[config.mk]
export PLATFORM = sky130hd
export DESIGN_NAME = serial_subtractor
export DESIGN_NICKNAME = d
export VERILOG_FILES = /design/src/rtl/serial_subtractor.sv
export SDC_FILE = /design/constraint.sdc
export NUM_CORES = 1
export LEC_CHECK = 0
export ABC_AREA = 1
export BUFFER_PORTS_ARGS = -buffer_cell sky130_fd_sc_hd__buf_2
export CAP_MARGIN = 5
export CORE_MARGIN = 2
export CORE_UTILIZATION = 45
export DETAILED_ROUTE_END_ITERATION = 7
export PLACE_DENSITY = 0.78
export SYNTH_ARGS = -nofsm -noshare
export SYNTH_HDL_FRONTEND = slang
export SYNTH_SLANG_ARGS = --single-unit
[constraint.sdc]
create_clock -name clk -period 2.11 [get_ports clk]
set_input_delay 0.3165 -clock clk [delete_from_list [all_inputs] [get_ports clk]]
set_output_delay 0.3165 -clock clk [all_outputs]
set_load 0.01 [all_outputs]
[src/rtl/serial_subtractor.sv]
// Bit-serial subtractor: D = A - B - bin, one bit per clock, LSB first.
// A full-subtractor cell with a registered borrow is stepped WIDTH times per
// operation. A start/busy/done handshake sequences operations. Results (D,
// borrow, ovf) update only on the final edge and are held until the next one.
module serial_subtractor #(
  parameter int unsigned WIDTH = 4
) (
  input  logic             clk,
  input  logic             rst,
  input  logic             start,
  input  logic [WIDTH-1:0] A,
  input  logic [WIDTH-1:0] B,
  input  logic             bin,
  output logic             busy,
  output logic             done,
  output logic [WIDTH-1:0] D,
  output logic             borrow,
  output logic             ovf
);

  localparam int unsigned CW = (WIDTH > 2) ? $clog2(WIDTH) : 1;

  typedef enum logic {
    IDLE = 1'b0,
    RUN  = 1'b1
  } state_t;

  state_t           state_q;
  logic [CW-1:0]    cnt_q;
  logic [WIDTH-1:0] a_sh_q;
  logic [WIDTH-1:0] b_sh_q;
  logic             br_q;
  logic [WIDTH-1:0] res_q;
  logic             a_msb_q;
  logic             b_msb_q;
  logic             busy_q;
  logic             done_q;
  logic [WIDTH-1:0] d_q;
  logic             borrow_q;
  logic             ovf_q;

  logic             d_bit_c;
  logic             br_d;
  logic [WIDTH-1:0] res_d;
  logic             last_c;

  // Full-subtractor cell on the current LSBs plus the next result word.
  always_comb begin
    d_bit_c = a_sh_q[0] ^ b_sh_q[0] ^ br_q;
    br_d    = (~a_sh_q[0] & b_sh_q[0]) | (~(a_sh_q[0] ^ b_sh_q[0]) & br_q);
    res_d   = {d_bit_c, res_q[WIDTH-1:1]};
    last_c  = (cnt_q == CW'(WIDTH - 1));
  end

  // Control FSM and datapath: capture on accepted start, one bit per RUN edge.
  always_ff @(posedge clk or posedge rst) begin
    if (rst) begin
      state_q  <= IDLE;
      cnt_q    <= '0;
      a_sh_q   <= '0;
      b_sh_q   <= '0;
      br_q     <= 1'b0;
      res_q    <= '0;
      a_msb_q  <= 1'b0;
      b_msb_q  <= 1'b0;
      busy_q   <= 1'b0;
      done_q   <= 1'b0;
      d_q      <= '0;
      borrow_q <= 1'b0;
      ovf_q    <= 1'b0;
    end else begin
      done_q <= 1'b0;
      case (state_q)
        IDLE: begin
          if (start) begin
            state_q <= RUN;
            a_sh_q  <= A;
            b_sh_q  <= B;
            br_q    <= bin;
            cnt_q   <= '0;
            res_q   <= '0;
            a_msb_q <= A[WIDTH-1];
            b_msb_q <= B[WIDTH-1];
            busy_q  <= 1'b1;
          end
        end
        RUN: begin
          a_sh_q <= a_sh_q >> 1;
          b_sh_q <= b_sh_q >> 1;
          br_q   <= br_d;
          res_q  <= res_d;
          cnt_q  <= cnt_q + CW'(1);
          if (last_c) begin
            state_q  <= IDLE;
            busy_q   <= 1'b0;
            done_q   <= 1'b1;
            d_q      <= res_d;
            borrow_q <= br_d;
            // Overflow only possible when operand signs differ.
            ovf_q    <= (a_msb_q != b_msb_q) & (res_d[WIDTH-1] != a_msb_q);
          end
        end
        default: state_q <= IDLE;
      endcase
    end
  end

  assign busy   = busy_q;
  assign done   = done_q;
  assign D      = d_q;
  assign borrow = borrow_q;
  assign ovf    = ovf_q;

endmodule
Word-level counts from Yosys, hierarchy flattened:

Index checks and enable logic that the tools add are counted.

* bits in registers: 26
* bits in latches: 0
* RAM bits: 0
* memory bits (read-only): 0
* input port bits: 12
* output and inout bits: 8
* word-level logic and storage cells: 49
* memories: 0

* add/sub/neg operators: 1
* multipliers: 0
* div/mod/pow operators: 0
* magnitude comparators: 0
* equality and inequality tests: 5
* shift operators: 0
* multiplexer cells: 18
* bitwise logic cells: 9
* reductions and logical operators: 3

Operator list (count)
* case mux 4 bit (2 select lines): 3
* two-way mux 4 bit: 3
* two-way mux 1 bit: 7
* case mux 1 bit (2 select lines): 3
* AND reduction 2 bit: 3
* case mux 2 bit (2 select lines): 1
* AND 1 bit: 3
* inverter 1 bit: 3
* adder 2 x 1 -> 2 bit, second input constant: 1
* equality test 2 bit, second input constant: 1
* two-way mux 2 bit: 1
* != test 1 bit: 2
* != test 2 x 1 -> 1 bit, second input constant: 1
* != test 2 bit, second input constant: 1
* XOR 1 bit: 2
* bitwise OR 1 bit: 1

Depth between registers and ports, before layout:

* word-level depth: 5
* mapped depth: 7

Worst setup path before layout:

Ideal clock, no wire load.

* kind: reg2reg
* from: register a_sh_q[0]
* to: register ovf_q (netlist: ovf)
* arrival time: 1.158 ns
* data required time: 1.994 ns
* setup slack: 0.836 ns
* cell stages (with the launch flop): 7
* clock period less this slack: 1.274 ns
* cell sequence: dfrtp_1 -> fa_1 -> nor2_1 -> nand2_1 -> nand2_1 -> nand2_1 -> nand2_1

* longest elaborated chain between the ends: 4

RTL lines
* start: declaration: line 30 `logic [WIDTH-1:0] a_sh_q;`
* start signal: assignment: line 88 `a_sh_q <= a_sh_q >> 1;`
* XOR 1 bit (2 in series): line 49 `d_bit_c = a_sh_q[0] ^ b_sh_q[0] ^ br_q;`
* via d_bit_c: line 42 `logic d_bit_c;`
* != test 1 bit: line 100 `ovf_q <= (a_msb_q != b_msb_q) & (res_d[WIDTH-1] != a_msb_q);`
* AND 1 bit: line 100
* end signal: assignment: line 100
* end: declaration: line 40 `logic ovf_q;`

The timed path passes the listed nets, and every way through them passes these cells.
A chain may end at the register's enable or synchronous reset.

Worst setup path in the final report:

Ends and elaborated chain as after synthesis.

==> results.py <==
metrics = {
    "cells_and_area": {
        "num-nets-final": 145,
        "antenna_cells": 0,
        "layout-area-overhead-vs-synth_pct": 12.1,
        "drive_above_1_share": 0.292,
        "final_cell_area_um2": 1220,
    },
    "floorplan": {
        "core_area_um2": 2250,
        "num_io_pins": 20,
        "die_w_um": 53.1,
        "die-area_um2": 2820,
        "placement_rows": 17,
        "initial_core_util": 0.481,
        "floorplan.die.height_um": 53.1,
    },
    "sta": {
        "hold_viol": 0,
        "max_slew.worst_pin.slew_ns": 0.471,
        "report.final.setup_viol": 0,
        "worst_clock_skew_ns": 0.0148,
        "finalCritPeriodShare": 0.648,
        "maxSlewViolCount": 0,
        "unrepaired_setup_endpoints_after_global_routing": "false",
        "achievable-frequency_mhz": 731,
        "fin_tns_setup_ns": 0,
        "maxSlewHeadroom": 0.686,
        "finalCriticalPeriod_ns": 1.37,
    },
    "synthesis": {
        "most_instantiated_flip_flop_cell_in_the_synthesis_netlist": "sky130_fd_sc_hd__dfrtp_1",
        "synth.area.top_cells": "sky130_fd_sc_hd__dfrtp_1 (58%), sky130_fd_sc_hd__nand2_1 (12%), sky130_fd_sc_hd__inv_1 (4.8%)",
        "post_synth_most_frequent_cells": "sky130_fd_sc_hd__nand2_1 (34), sky130_fd_sc_hd__dfrtp_1 (25), sky130_fd_sc_hd__inv_1 (14)",
        "mean_instance_size_in_the_synthesized_netlist_um2": 9.95,
        "yosys.cell_types.count": 17,
        "synthCells": 109,
        "post_synth_top_area_cell": "sky130_fd_sc_hd__dfrtp_1",
        "async_reset_ff_frac": 1.00,
        "post-synth-top-count-cell": "sky130_fd_sc_hd__nand2_1",
        "ys_seq_elements": 25,
        "synth_nets": 123,
        "synth_edf_count": 0,
        "synthesis.area_um2": 1080,
        "yosysTopAreaCellShare": 0.577,
        "synth-seq-area-share": 0.577,
        "synth-warning-count": 0,
    },
    "critical_path": {
        "crit_path_start_kind": "register",
        "critical_path_class": "reg -> reg",
        "crit_arrival_ns": 1.60,
        "worst_setup_path_end_kind": "register",
        "timing.critical_path.fanout_max": 3,
        "data_required_time_of_the_critical_path_ns": 2.34,
    },
    "hold_path": {
        "hold_path_class": "in -> async",
    },
    "cts": {
        "h-tree-depth": 1,
        "cts.root.buffer_cell": "sky130_fd_sc_hd__clkbuf_4",
        "tritoncts": "built",
        "cts_buffer_depth": 2,
        "cts.clk_slew.worst_paths_ns": 0.14,
        "cts.hold.buffers_added": 0,
        "clock_latency_on_the_worst_skew_pair_ns": 0.32,
        "cts_inserted_buffers": 3,
        "ctsResizeCount": 0,
        "post-cts-setup-buffer-count": 0,
        "clock_sink_count": 25,
    },
    "grt": {
        "global_route.overflow_total": 0,
        "grtUsageTotal": 0.165,
        "grt_max_degree": 26,
        "first_global_vias": 759,
        "antenna_violations_before_repair": 0,
        "global_route_wire_length_before_repair_mm": 3.28,
    },
    "pwr": {
        "cellLeakagePower_nw": 0.640,
        "fin_total_pwr_w": 0.00167,
        "cellPowerDensity_nw_per_um2": 1370,
        "ir_drop_uv": 629,
    },
    "route": {
        "initial_drt_pass_iterations": 4,
        "finalWirelength_mm": 1.80,
        "post_drt_via_cell_ratio": 4.82,
        "detail_route.iter0.violations": 10,
        "drt-wirelength-per-cell_um": 11.4,
        "post-route-drc-count": 0,
        "route.antenna.remaining_nets": 0,
        "route.vias.total": 761,
    },
    "status": {
        "outcome": "finished, final reports clean",
    },
    "flow_run": {
        "maxCapViolations": 0,
    },
    "placement": {
        "gp_routability_congestion": 0.769,
        "detailed_place_hpwl_mm": 1.38,
        "portBuffers": 19,
        "placed_area_um2": 1190,
    },
}
==> flip-flops by register name, indices dropped and copies added (netlist names), 2 cells and up <==
signal  flops
res_q       3
b_sh_q      4
a_sh_q      4
D           4
cnt_q       2
==> through the flow <==
step	utilization	instances	hold WS, ns	worst slack [ns]
2_1_floorplan	-	109	0.344	0.836
3_3_place_gp	0.527	154	0.372	0.811
3_5_place_dp	0.527	154	0.387	0.768
4_1_cts	0.539	158	0.0206	0.746
5_1_grt	0.539	158	0.0507	0.689
6_report	0.539	158	0.0170	0.742
==> power breakdown <==
part           internal (W)  switching (W)  leakage, nW
Clock             0.0000709       0.000140       0.0177
Combinational      0.000267       0.000386        0.304
Sequential         0.000676       0.000129        0.318
Total               0.00101       0.000656        0.640
==> cells by family (layout without fill, tap and decap cells) <==
family | Yosys count | in the layout | synth area share
buf+inv | 19 | 40 | 0.0888
compound gates | 16 | 16 | 0.118
simple gates | 47 | 47 | 0.187
fa+ha+maj | 2 | 2 | 0.0300
flops | 25 | 25 | 0.577
==> cell type report <==
type | count | area [um2]
clock inverters | 1 | 5.00
clock buffers | 3 | 22.5
flip-flops and latches | 25 | 626
fillers | 232 | 1040
multi-input cells | 65 | 363
inverters | 16 | 62.6
well taps | 28 | 35.0
repair buffers | 20 | 103
==> routing by layer <==
metal,wire [um],GRT usage
met1,805,0.210
met2,906,0.281
met3,75,0.0339
met4,14,0.0513
met5,0,0
==> worst paths after layout <==
path | from | to | slack, ns | cells past startpoint
min in group clk | B[0] | b_sh_q[0] | 0.19 | 3
worst min-delay path | rst | D[2] | 0.02 | 3
worst min register to register | D[1] | D[1] | 0.49 | 2
worst max-delay path | a_sh_q[0] | ovf | 0.74 | 6
max in group asynchronous | rst | a_msb_q | 1.84 | 3
worst max register to register | a_sh_q[0] | ovf | 0.74 | 6
==> critical path: stages, from the launching register on <==
cell	delay (ns)
sky130_fd_sc_hd__dfrtp_1	0.43
sky130_fd_sc_hd__fa_1	0.59
sky130_fd_sc_hd__nor2_1	0.06
sky130_fd_sc_hd__nand2_1	0.05
sky130_fd_sc_hd__nand2_1	0.04
sky130_fd_sc_hd__nand2_1	0.05
sky130_fd_sc_hd__nand2_1	0.04
==> layout by cell type, fill, tap and decap left out, types with 2 or more instances in the layout <==
cell / count
sky130_fd_sc_hd__nand2_2: 2
sky130_fd_sc_hd__nor2_1: 4
sky130_fd_sc_hd__nand2_1: 34
sky130_fd_sc_hd__o21ai_1: 2
sky130_fd_sc_hd__o22ai_1: 5
sky130_fd_sc_hd__buf_2: 19
sky130_fd_sc_hd__nand3_1: 5
sky130_fd_sc_hd__o21ai_2: 5
sky130_fd_sc_hd__clkbuf_4: 3
sky130_fd_sc_hd__inv_1: 14
sky130_fd_sc_hd__o211ai_2: 3
sky130_fd_sc_hd__dfrtp_1: 25
sky130_fd_sc_hd__nor2_4: 2
No activity file was read; power rests on OpenSTA's default activity.
